File: config.mk
export PLATFORM = sky130hd
export DESIGN_NAME = muldiv_unit
export DESIGN_NICKNAME = d
export VERILOG_FILES = /design/src/rtl/muldiv_unit.sv
export SDC_FILE = /design/constraint.sdc
export NUM_CORES = 1
export LEC_CHECK = 0
export CORE_UTILIZATION = 35
export CTS_CLUSTER_SIZE = 20
export DETAILED_ROUTE_END_ITERATION = 7
export GPL_TIMING_DRIVEN = 1
export PLACE_DENSITY = 0.64
export SYNTH_ARGS = -nofsm -noshare
export SYNTH_HDL_FRONTEND = slang
export SYNTH_SLANG_ARGS = --single-unit
File: constraint.sdc
create_clock -name clk -period 9.9 [get_ports clk]
set_input_delay 1.98 -clock clk [delete_from_list [all_inputs] [get_ports clk]]
set_output_delay 1.98 -clock clk [all_outputs]
set_load 0.05 [all_outputs]
File: src/rtl/muldiv_unit.sv
// Iterative RV32M multiply/divide unit.
// Multiplication uses radix-2 shift-add and division uses the restoring algorithm.
// Both run on operand magnitudes, and the sign correction happens on the way out.
// The latency is fixed: one PREP cycle, XLEN CALC cycles, then one FIN cycle.
module muldiv_unit #(
  parameter int XLEN = 32
) (
  input  logic            clk,
  input  logic            rst,
  input  logic            start,
  input  logic [2:0]      funct3,
  input  logic [XLEN-1:0] rs1,
  input  logic [XLEN-1:0] rs2,
  input  logic [4:0]      rd_sel_in,
  output logic            busy,
  output logic            done,
  output logic [XLEN-1:0] rd,
  output logic [4:0]      rd_sel,
  output logic            we
);

  typedef enum logic [1:0] {S_IDLE, S_PREP, S_CALC, S_FIN} state_t;

  localparam logic [5:0] CNT_INIT = 6'(XLEN);

  state_t                state_q, state_d;
  logic [2:0]            op_q, op_d;
  logic [XLEN-1:0]       a_q, a_d;
  logic [XLEN-1:0]       b_q, b_d;
  logic [4:0]            sel_q, sel_d;
  logic [2*XLEN-1:0]     acc_q, acc_d;
  logic [XLEN-1:0]       mag_q, mag_d;
  logic [5:0]            cnt_q, cnt_d;
  logic                  neg_q, neg_d;
  logic                  dz_q, dz_d;
  logic                  ov_q, ov_d;
  logic [XLEN-1:0]       rd_q, rd_d;
  logic [4:0]            rdsel_q, rdsel_d;

  logic                  is_mul;
  logic                  a_signed, b_signed;
  logic                  sa, sb;
  logic [XLEN-1:0]       ma, mb;
  logic [XLEN:0]         upper, r_sh, diff;
  logic [2*XLEN-1:0]     prod_s;
  logic [XLEN-1:0]       q_s, r_s;
  logic [XLEN-1:0]       res;

  // Conditional two's-complement negation (single width).
  function automatic logic [XLEN-1:0] cond_neg(input logic n, input logic [XLEN-1:0] v);
    return n ? (~v + 1'b1) : v;
  endfunction

  // Conditional two's-complement negation of a full-width product.
  function automatic logic [2*XLEN-1:0] cond_neg2(input logic n, input logic [2*XLEN-1:0] v);
    return n ? (~v + 1'b1) : v;
  endfunction

  // Operand signedness and magnitudes of the captured operation.
  // MUL takes the unsigned path because only its low half is kept.
  assign is_mul   = ~op_q[2];
  assign a_signed = op_q[2] ? ~op_q[0] : (op_q[1:0] == 2'b01 || op_q[1:0] == 2'b10);
  assign b_signed = op_q[2] ? ~op_q[0] : (op_q[1:0] == 2'b01);
  assign sa       = a_signed & a_q[XLEN-1];
  assign sb       = b_signed & b_q[XLEN-1];
  assign ma       = cond_neg(sa, a_q);
  assign mb       = cond_neg(sb, b_q);

  // One iteration step. The multiply adds into the upper half and then shifts right.
  // The divide shifts the next dividend bit into the remainder and then trial-subtracts.
  assign upper = {1'b0, acc_q[2*XLEN-1:XLEN]} + (acc_q[0] ? {1'b0, mag_q} : '0);
  assign r_sh  = {acc_q[2*XLEN-1:XLEN], acc_q[XLEN-1]};
  assign diff  = r_sh - {1'b0, mag_q};

  // Sign-corrected result selection, with the divide special cases overriding it.
  always_comb begin
    prod_s = cond_neg2(neg_q, acc_q);
    q_s    = cond_neg(neg_q, acc_q[XLEN-1:0]);
    r_s    = cond_neg(neg_q, acc_q[2*XLEN-1:XLEN]);
    res    = '0;
    if (is_mul) begin
      res = (op_q[1:0] == 2'b00) ? prod_s[XLEN-1:0] : prod_s[2*XLEN-1:XLEN];
    end else if (dz_q) begin
      res = op_q[1] ? a_q : '1;
    end else if (ov_q) begin
      res = op_q[1] ? '0 : {1'b1, {(XLEN-1){1'b0}}};
    end else begin
      res = op_q[1] ? r_s : q_s;
    end
  end

  // State register.
  always_ff @(posedge clk) begin
    if (rst) state_q <= S_IDLE;
    else     state_q <= state_d;
  end

  // Next-state logic and control outputs.
  always_comb begin
    state_d = state_q;
    busy    = 1'b0;
    done    = 1'b0;
    case (state_q)
      S_IDLE: if (start) state_d = S_PREP;
      S_PREP: begin
        busy    = 1'b1;
        state_d = S_CALC;
      end
      S_CALC: begin
        busy = 1'b1;
        if (cnt_q == 6'd1) state_d = S_FIN;
      end
      S_FIN: begin
        busy    = 1'b1;
        done    = 1'b1;
        state_d = S_IDLE;
      end
      default: state_d = S_IDLE;
    endcase
  end

  assign rd     = done ? res : rd_q;
  assign rd_sel = done ? sel_q : rdsel_q;
  assign we     = done && (rd_sel != 5'd0);

  // Datapath next-state: capture, prepare, iterate, publish.
  always_comb begin
    op_d    = op_q;
    a_d     = a_q;
    b_d     = b_q;
    sel_d   = sel_q;
    acc_d   = acc_q;
    mag_d   = mag_q;
    cnt_d   = cnt_q;
    neg_d   = neg_q;
    dz_d    = dz_q;
    ov_d    = ov_q;
    rd_d    = rd_q;
    rdsel_d = rdsel_q;
    case (state_q)
      S_IDLE: begin
        if (start) begin
          op_d  = funct3;
          a_d   = rs1;
          b_d   = rs2;
          sel_d = rd_sel_in;
        end
      end
      S_PREP: begin
        cnt_d = CNT_INIT;
        if (is_mul) begin
          mag_d = ma;
          acc_d = {{XLEN{1'b0}}, mb};
          neg_d = sa ^ sb;
          dz_d  = 1'b0;
          ov_d  = 1'b0;
        end else begin
          mag_d = mb;
          acc_d = {{XLEN{1'b0}}, ma};
          neg_d = op_q[1] ? sa : (sa ^ sb);
          dz_d  = (b_q == '0);
          ov_d  = ~op_q[0] && (a_q == {1'b1, {(XLEN-1){1'b0}}}) && (b_q == '1);
        end
      end
      S_CALC: begin
        cnt_d = cnt_q - 6'd1;
        if (is_mul) begin
          acc_d = {upper, acc_q[XLEN-1:1]};
        end else if (!diff[XLEN]) begin
          acc_d = {diff[XLEN-1:0], acc_q[XLEN-2:0], 1'b1};
        end else begin
          acc_d = {r_sh[XLEN-1:0], acc_q[XLEN-2:0], 1'b0};
        end
      end
      S_FIN: begin
        rd_d    = res;
        rdsel_d = sel_q;
      end
      default: ;
    endcase
  end

  // Datapath registers; everything clears on reset.
  always_ff @(posedge clk) begin
    if (rst) begin
      op_q    <= '0;
      a_q     <= '0;
      b_q     <= '0;
      sel_q   <= '0;
      acc_q   <= '0;
      mag_q   <= '0;
      cnt_q   <= '0;
      neg_q   <= 1'b0;
      dz_q    <= 1'b0;
      ov_q    <= 1'b0;
      rd_q    <= '0;
      rdsel_q <= '0;
    end else begin
      op_q    <= op_d;
      a_q     <= a_d;
      b_q     <= b_d;
      sel_q   <= sel_d;
      acc_q   <= acc_d;
      mag_q   <= mag_d;
      cnt_q   <= cnt_d;
      neg_q   <= neg_d;
      dz_q    <= dz_d;
      ov_q    <= ov_d;
      rd_q    <= rd_d;
      rdsel_q <= rdsel_d;
    end
  end

endmodule

-- After elaboration in Yosys (flattened, before gate mapping)
Index checks and enable logic that the tools add are counted.
- memory bits (read-only): 0
- bits in registers: 216
- bits in writable memories: 0
- latch bits: 0
- memories kept: 0
- output and inout port bits: 40
- multiply operators: 0
- equality and inequality tests: 10
- magnitude comparators: 0
- reduce and logical (&&, ||, !) cells: 12
- bitwise gates (word level): 9
- muxes and demuxes: 32
- $add $sub $neg: 8
- shift-type cells: 0
- div/mod/pow operators: 0
- operator list (kind ; count):
    $mux 32 ; 15
    $mux 64 ; 3
    $add 32x1->32 const B ; 4
    $not 32->32 ; 4
    $pmux 64 s2 ; 1
    $add 64x1->64 const B ; 1
    $eq 32x32->1 const B ; 2
    $not 64->64 ; 1
    $add 32x32->33 ; 1
    $sub 33x32->33 ; 1
    $logic_not 32->1 ; 1
    $pmux 6 s2 ; 1
    $mux 1 ; 8
    $pmux 2 s4 ; 1
    $eq 2x2->1 const B ; 3
    $eq 6x1->1 const B ; 1
    $sub 6x1->6 const B ; 1
    $mux 5 ; 1
    $reduce_bool 5->1 ; 1
    $eq 2x1->1 const B ; 2
    $logic_not 2->1 ; 2
    $mux 2 ; 2
    $ne 2x2->1 const B ; 2
    $reduce_and 2->1 ; 2
    7 further kinds ; 10

-- Logic depth before layout (Yosys ltp)
Gate-level depths: netlist of the first run.
- depth after elaboration: 8
- mapped depth: 14

-- Worst setup path before layout of the first run
Ideal clock, no wire load.
- path type: reg2out
- start point: reg acc_q[10]
- end point: out rd[30]
- arrival: 3.606 ns
- stages on the path, launching flop included: 9
- path buffers: 1
- path slack: 4.314 ns
- cells stage by stage: dfxtp_1 -> or4_4 -> nand4bb_4 -> or4_1 -> clkbuf_1 -> o41ai_2 -> xnor2_1 -> o22ai_1 -> o31ai_1
- cells in the longest elaborated chain, start to end: 8
- RTL lines (what ; RTL line ; text):
    start: declaration ; 31 ; logic [2*XLEN-1:0] acc_q, acc_d;
    start signal: assignment ; 190 ; acc_q <= '0;
    start signal: assignment ; 203 ; acc_q <= acc_d;
    $not 32->32 ; 51 ; return n ? (~v + 1'b1) : v;
    $add 32x1->32 ; 51 ;
    $mux 32 ; 51 ;
    $mux 32 ; 88 ; res = op_q[1] ? r_s : q_s;
    $mux 32 ; 85 ; end else if (ov_q) begin
    $mux 32 ; 83 ; end else if (dz_q) begin
    $mux 32 (*) ; 81 ; if (is_mul) begin
    $mux 32 (*) ; 122 ; assign rd = done ? res : rd_q;
    end: declaration ; 17 ; output logic [XLEN-1:0] rd,
Mark *: on every way between the ends. The rest lies on a longest branch, timed or not.

-- Worst setup path after layout of the first run
- start point: reg op_q[1]
- end point: out rd[17]
- cells in the longest elaborated chain, start to end: 5
- RTL lines (what ; RTL line ; text):
    start: declaration ; 27 ; logic [2:0] op_q, op_d;
    start signal: assignment ; 199 ; op_q <= op_d;
    $mux 32 ; 88 ;
    $mux 32 ; 85 ;
    $mux 32 ; 83 ;
    $mux 32 (*) ; 81 ;
    $mux 32 (*) ; 122 ;
Marked as above.

==> run_results.csv, run 1 <==
group,metric,value,unit
run_status,outcome,"complete, no violations",
route,viasPerCell,5.85,
grt,grt_pass1_vias,16450,
grt,grt_max_degree,88,
clocking,cts_setup_buffers,0,
pwr,p_leak,7.80,nW
worst_hold_path,whs_endpoint,"sel_q[4]",
placement,io_buffers,114,
floorplanning,start_util,35.6,%
placement,dp_hpwl,51.3,mm
layout,fin_nets,2519,
synthesis,synth_fa_ha_area_share,5.82,%
placement,post-place-ws,3.90,ns
worst_setup_path,required,7.92,ns
synthesis,syn_inst,2367,
sta,tightest_slew,1.23,ns
pwr,intPower,2.71,mW
sta,fin_worst_skew,0.0186,ns
layout,diodes,0,
pwr,clockPowerShare,19.0,%
clocking,cts_tree,"done",
pwr,swShare,49.7,%
route,ant_nets,0,
sta,finalSetupViolCount,0,
synthesis,ys_seq_elements,216,
placement,gp_congestion,0.971,
clocking,htree_levels,1,
synthesis,synth_top_area_cell,"dfxtp_1",
synthesis,synth_nets,2522,
grt,grt_first_pass_wirelength,100,mm
layout,drive_above_1_share,6.21,%
sta,max_freq,150,MHz
clocking,clock_sinks,216,
layout,area.growth.synth_to_final,13.8,%
synthesis,yosys.area_share.simple,23.0,%
grt,grt_usage,25.7,%
synthesis,synth-edff-count,0,
sta,rsz0062_at_grt,"false",
route,wl_per_cell,22.1,microns
synthesis,synth_flop_cell,"dfxtp_1",
worst_setup_path,startpoint_type,"register",
synthesis,syn_area_per_cell,7.38,sq um
worst_setup_path,cp_max_fo,35,
floorplanning,core_area,49100,sq um
synthesis,muxShareOfSynthArea,7.86,%
route,drt_iter0_drc,1852,
pwr,p_comb_share,57.9,%
floorplanning,ios,115,
pwr,irDropWorstVdd,0.169,mV
worst_hold_path,min-delay-start,"sel_q[4]",
clocking,clockRootBuffer,"clkbuf_16",
sta,timing.setup.tns,0,ns
route,num_vias,17830,
synthesis,synth_top_family_by_area,"compound AO/OA/AOI/OAI gates",
clocking,clk_pin_slew,0.07,ns
sta,finalCritPeriodShare,67.4,%
sta,hold_viol,0,
clocking,cts-resized-gates,0,
route,wl,67.4,mm
synthesis,yosysUniqueCellTypes,80,
synthesis,syn_area,17500,sq um
floorplanning,die-area,50800,sq um
worst_hold_path,hp-class,"reg -> reg",
placement,place_area,19000,sq um
clocking,ctsHoldBuffers,0,
route,dr.pass1.iters,6,
sta,max_slew_margin,17.3,%
clocking,clk_latency,0.59,ns
worst_setup_path,r2r-start,"acc_q[31]",
synthesis,synth_seq_area_share,24.8,%
sta,setup_ws,3.23,ns
pwr,p_sw,2.68,mW
worst_setup_path,critical_path_class,"reg -> out",
worst_setup_path,reg2reg_slack,5.08,ns
worst_setup_path,reg2reg_to,"acc_q[35]",
grt,grt-ovfl-total,0,
route,drcViolationCount,0,
sta,fin_crit,6.67,ns
floorplanning,rows,81,
synthesis,synthTopCellsByArea,"dfxtp_1, nand2_1, a21oi_1, ha_1, nor2_1",
pwr,powerDensity,271,nW/um^2
clocking,cts_buffers,26,
floorplanning,die_h,225,microns
layout,fin_area,19900,sq um
worst_setup_path,endpoint_kind,"output port",
pwr,p_seq_share,23.1,%
synthesis,ys_warn_count,0,
synthesis,synth_compound_area_share,23.4,%
worst_hold_path,hold_path_depth,2,
synthesis,synth_xor_area_share,9.63,%
worst_setup_path,r2r_cells,13,
synthesis,ys_async_sr_fraction,0,%
sta,drv_slew,0,
worst_setup_path,arrival,4.69,ns
clocking,clk_path_buf_depth,3,
synthesis,synth_top_cell_area_share,24.8,%
floorplanning,die_w,225,microns
flow_run,cap_violations,0,
grt,antenna_found_initial,4,
## per-stage QoR
stage          hold WS (ns)  utilization, %  std cells  total power, mW
6_report              0.456            40.5       3048             5.39
5_1_grt               0.479            40.5       3048             5.68
4_1_cts               0.455            40.5       3048             5.35
3_5_place_dp          0.447            38.7       3000             4.31
3_3_place_gp          0.440            38.7       3000             4.30
2_1_floorplan         0.433               -       2367             3.38
## how the worst max path moves through the flow
stage / start / endpoint / cells after the start
after CTS: op_q[1] / rd[17] / 9
after global routing: acc_q[32] / rd[28] / 11
after floorplan: acc_q[10] / rd[30] / 8
after detailed placement: op_q[1] / rd[17] / 9
after global placement: op_q[1] / rd[17] / 9
final: op_q[1] / rd[17] / 9
## Yosys cell counts, types with 11 or more instances
cell / count
a211oi_1: 20
a21o_1: 22
a21oi_1: 201
a221oi_1: 11
a22oi_1: 17
a31oi_1: 19
and2_1: 11
and3_1: 15
buf_1: 12
buf_2: 11
clkbuf_1: 143
dfxtp_1: 216
ha_1: 78
inv_1: 82
mux2_2: 19
mux2i_1: 64
mux4_2: 23
nand2_1: 332
nand2b_1: 35
nand3_1: 30
nand4_1: 25
nor2_1: 237
nor2b_1: 40
nor3_1: 62
nor4_1: 19
o211ai_1: 35
o21a_1: 16
o21ai_0: 173
o21bai_1: 16
o31ai_1: 33
o41ai_1: 16
or3_1: 14
or4_1: 14
xnor2_1: 101
xor2_1: 91
## routing by layer
layer  track usage, %  vias to the layer above  routed length [microns]
met2             39.4                      710                    29200
met3             3.96                      115                     5220
met1             36.3                     8594                    30400
met5                0                        -                       13
met4             9.19                        2                     2630
li1                 -                     8409                        -
## power by group through the flow
stage                     clock network, mW  registers (mW)  logic, mW
after detailed placement                  0            1.25       3.06
after global placement                    0            1.25       3.06
after floorplan                           0            1.15       2.22
after global routing                   1.07            1.26       3.35
final                                  1.02            1.24       3.12
after CTS                              1.04            1.23       3.07
## flip-flops by register name, summed over array words and instances, names as in the netlist
signal / flops
acc_q: 64
a_q: 32
b_q: 32
mag_q: 32
rd_q: 32
cnt_q: 6
rdsel_q: 5
sel_q: 5
op_q: 3
state_q: 2
dz_q: 1
neg_q: 1
ov_q: 1
## cells by family (layout without fill, tap and decap cells)
group,count (synthesis),after routing
fa+ha+maj,80,80
mux,106,106
flops,216,216
simple gates,868,868
compound gates,654,654
buf+inv,251,268
xor+xnor,192,192
## worst max-delay path, stage by stage, from the launching register on
cell and delay, ns:
dfxtp_1 0.31, buf_4 0.32, clkinv_1 0.76, ha_1 0.53, buf_4 0.28, and3_1 0.46
nand2_1 0.14, a21oi_1 0.13, a211oi_1 0.27, clkdlybuf4s50_1 0.87
## layout make-up
cell class / count / area [sq um]
repair buffers: 136 / 1310
multi-input cells: 1900 / 12200
clock inverters: 17 / 210
inverters: 84 / 315
well taps: 664 / 831
flip-flops and latches: 216 / 4330
fillers: 5130 / 29200
clock buffers: 31 / 689
## placed cells by master, fill, tap and decap left out, types with 9 or more instances in the layout
cell type        count
xor2_1              91
nor2_1             236
nand3_1             30
dfxtp_1            214
a22oi_1             17
nor3_1              61
nor2b_1             40
buf_4               22
nor4_1              19
clkdlybuf4s50_1    113
and2_1              10
a21oi_1            201
mux2i_1             64
ha_1                76
mux2_2              19
o211ai_1            35
o21ai_0            173
o21a_1              16
a211oi_1            20
o21bai_1            16
nand2_1            331
or4_1               14
a21o_1              22
inv_1               81
o221ai_1             9
clkbuf_16           26
a31oi_1             19
o31ai_1             33
a221oi_1            11
xnor2_1            101
and3_1              15
o41ai_1             16
nand4_1             25
nand2b_1            35
mux4_2              23
or3_1               14
Note: power is estimated with default switching activity, not from simulation.
==> run 2, diff against run 1 <==
- clock period: 9.9 -> 6.57 ns (I/O delays scaled with it)
==> run 2 against run 1 <==
Net effect: critical path depth rose by 1; worst hold slack better by 0.0054 ns; clock-buffer cell count rose by 6; final cell count is 0.20% higher; non-clock buffer count up 8; largest cell class unchanged; largest power group unchanged.
==> run_results.csv, run 2 (synthesized netlist as in run 1, its figures left out) <==
group,metric,value,unit
placement,dp_hpwl,51.4,mm
sta,fin_worst_skew,0.0159,ns
placement,dp.cells,3008,
layout,area.growth.synth_to_final,13.9,%
worst_hold_path,hold_path_depth,2,
clocking,clockRootBuffer,"clkbuf_16",
worst_setup_path,required,5.26,ns
clocking,cts-resized-gates,0,
sta,finalCritPeriodShare,89.3,%
worst_setup_path,reg2reg_to,"acc_q[47]",
layout,seqCellArea,4330,sq um
clocking,cts_buffers,25,
floorplanning,die_h,225,microns
flow_run,cap_violations,0,
clocking,cts_tree,"done",
pwr,irDropWorstVdd,0.302,mV
worst_hold_path,whs_endpoint,"sel_q[4]",
floorplanning,die_w,225,microns
worst_setup_path,critical_path.max_stage_delay,0.84,ns
layout,drive_above_1_share,6.23,%
sta,whs,0.461,ns
sta,drv_slew,0,
sta,tightest_slew,1.25,ns
layout,final_cell_mix,"nand2_1, nor2_1, dfxtp_1, a21oi_1, o21ai_0",
floorplanning,ios,115,
layout,regMostFlops,"acc_q",
grt,antenna_found_initial,2,
worst_setup_path,arrival,4.55,ns
layout,diodes,0,
sta,rsz0062_at_grt,"false",
clocking,cts_setup_buffers,0,
layout,multi_input_area,12200,sq um
layout,fin_nets,2526,
layout,fill_cells,5130,
pwr,p_leak,7.83,nW
layout,layout.cells.non_filler,3054,
worst_setup_path,critical_path_class,"reg -> out",
worst_hold_path,hp-class,"reg -> reg",
sta,max_freq,170,MHz
pwr,powerDensity,405,nW/um^2
grt,grt_max_degree,82,
worst_setup_path,worstPathCellList,"or4_4 > nand4bb_4 > or4_1 > nand2_1 > nand2_1 > xnor2_1 > nor2_1 > a21oi_1 > a211oi_1 > clkdlybuf4s50_1",
worst_setup_path,r2r-start,"acc_q[31]",
route,wl,67.2,mm
grt,grt_first_pass_wirelength,102,mm
worst_setup_path,reg2reg_slack,1.82,ns
worst_hold_path,min-delay-start,"sel_q[4]",
pwr,clockPowerShare,18.4,%
floorplanning,start_util,35.6,%
layout,largest_register_ffs,64,
placement,gp_congestion,0.982,
clocking,htree_levels,1,
floorplanning,rows,81,
grt,grt-ovfl-total,0,
route,ant_nets,0,
clocking,clock_sinks,216,
floorplanning,core_area,49100,sq um
run_status,outcome,"complete, no violations",
worst_setup_path,cp_max_fo,8,
route,drcViolationCount,0,
worst_setup_path,endpoint_kind,"output port",
worst_setup_path,cp_slowest_cell,"clkdlybuf4s50_1",
clocking,clk_pin_slew,0.06,ns
pwr,p_comb_share,58.3,%
worst_setup_path,cp_common_cell,"nand2_1",
route,dr.pass1.iters,8,
pwr,swShare,49.2,%
layout,final_common_cell,"nand2_1",
route,wl_per_cell,22.0,microns
route,viasPerCell,5.85,
sta,fin_crit,5.87,ns
worst_setup_path,startpoint_type,"register",
sta,timing.setup.tns,0,ns
clocking,clk_latency,0.57,ns
worst_setup_path,r2r_cells,13,
clocking,ctsHoldBuffers,0,
clocking,clk_path_buf_depth,3,
grt,grt_usage,26.0,%
pwr,p_sw,3.96,mW
placement,io_buffers,114,
sta,hold_viol,0,
pwr,intPower,4.09,mW
route,drt_iter0_drc,1717,
sta,max_slew_margin,16.4,%
pwr,p_seq_share,23.3,%
sta,finalSetupViolCount,0,
worst_setup_path,crit_family,"simple AND/OR/NAND/NOR gates",
grt,grt_pass1_vias,16776,
route,num_vias,17865,
worst_setup_path,path_buf_inv,1,
floorplanning,die-area,50800,sq um
## run 2: cell type report
class	count	share of cell area (%)
Multi-Input combinational cell	1900	61.4
Sequential cell	216	21.8
Timing Repair Buffer	144	6.88
Tap cell	664	4.18
Clock buffer	37	3.57
Inverter	84	1.59
Clock inverter	9	0.680
## run 2: metrics by stage
step / total power [mW] / setup WS (ns) / utilization, % / area (sq um)
3_3_place_gp: 6.45 / 1.31 / 38.8 / 19000
4_1_cts: 7.97 / 0.716 / 40.5 / 19900
3_5_place_dp: 6.49 / 1.34 / 38.8 / 19000
2_1_floorplan: 5.09 / 1.65 / - / 17500
5_1_grt: 8.50 / 0.481 / 40.5 / 19900
6_report: 8.05 / 0.703 / 40.5 / 19900
## run 2: worst max-delay path by stage
| stage | start | endpoint | slack [ns] | cells past startpoint |
|---|---|---|---|---|
| after floorplan | acc_q[10] | rd[30] | 1.65 | 8 |
| after global placement | acc_q[10] | rd[20] | 1.31 | 10 |
| after detailed placement | acc_q[10] | rd[20] | 1.34 | 10 |
| after CTS | acc_q[10] | rd[20] | 0.72 | 10 |
| after global routing | acc_q[32] | rd[20] | 0.48 | 12 |
| final | acc_q[10] | rd[20] | 0.70 | 10 |
## run 2: per-layer routing
layer | global-route usage [%] | vias to the layer above | share of wire (%)
li1 | - | 8402 | -
met1 | 36.5 | 8573 | 44
met2 | 40.0 | 775 | 44
met3 | 4.67 | 113 | 8.6
met4 | 8.34 | 2 | 3.5
met5 | 0 | - | 0.018
## run 2: power by group through the flow
| stage | Combinational [mW] | Sequential, mW | Clock, mW |
|---|---|---|---|
| 4_1_cts | 4.61 | 1.86 | 1.50 |
| 3_3_place_gp | 4.57 | 1.88 | 0 |
| 3_5_place_dp | 4.60 | 1.89 | 0 |
| 6_report | 4.69 | 1.88 | 1.48 |
| 5_1_grt | 5.05 | 1.91 | 1.55 |
| 2_1_floorplan | 3.35 | 1.74 | 0 |
## run 2: worst register-to-register path, cell delays in order (launching register included)
cell and delay, ns:
dfxtp_1 0.51, inv_1 0.12, ha_1 0.25, fa_1 0.42
nand2b_1 0.19, a21oi_1 0.23, o211ai_1 0.18, a21oi_1 0.37
nor3b_1 0.14, nor4b_2 0.53, or3_1 0.90, buf_4 0.38
mux2i_1 0.28, o21ai_0 0.12
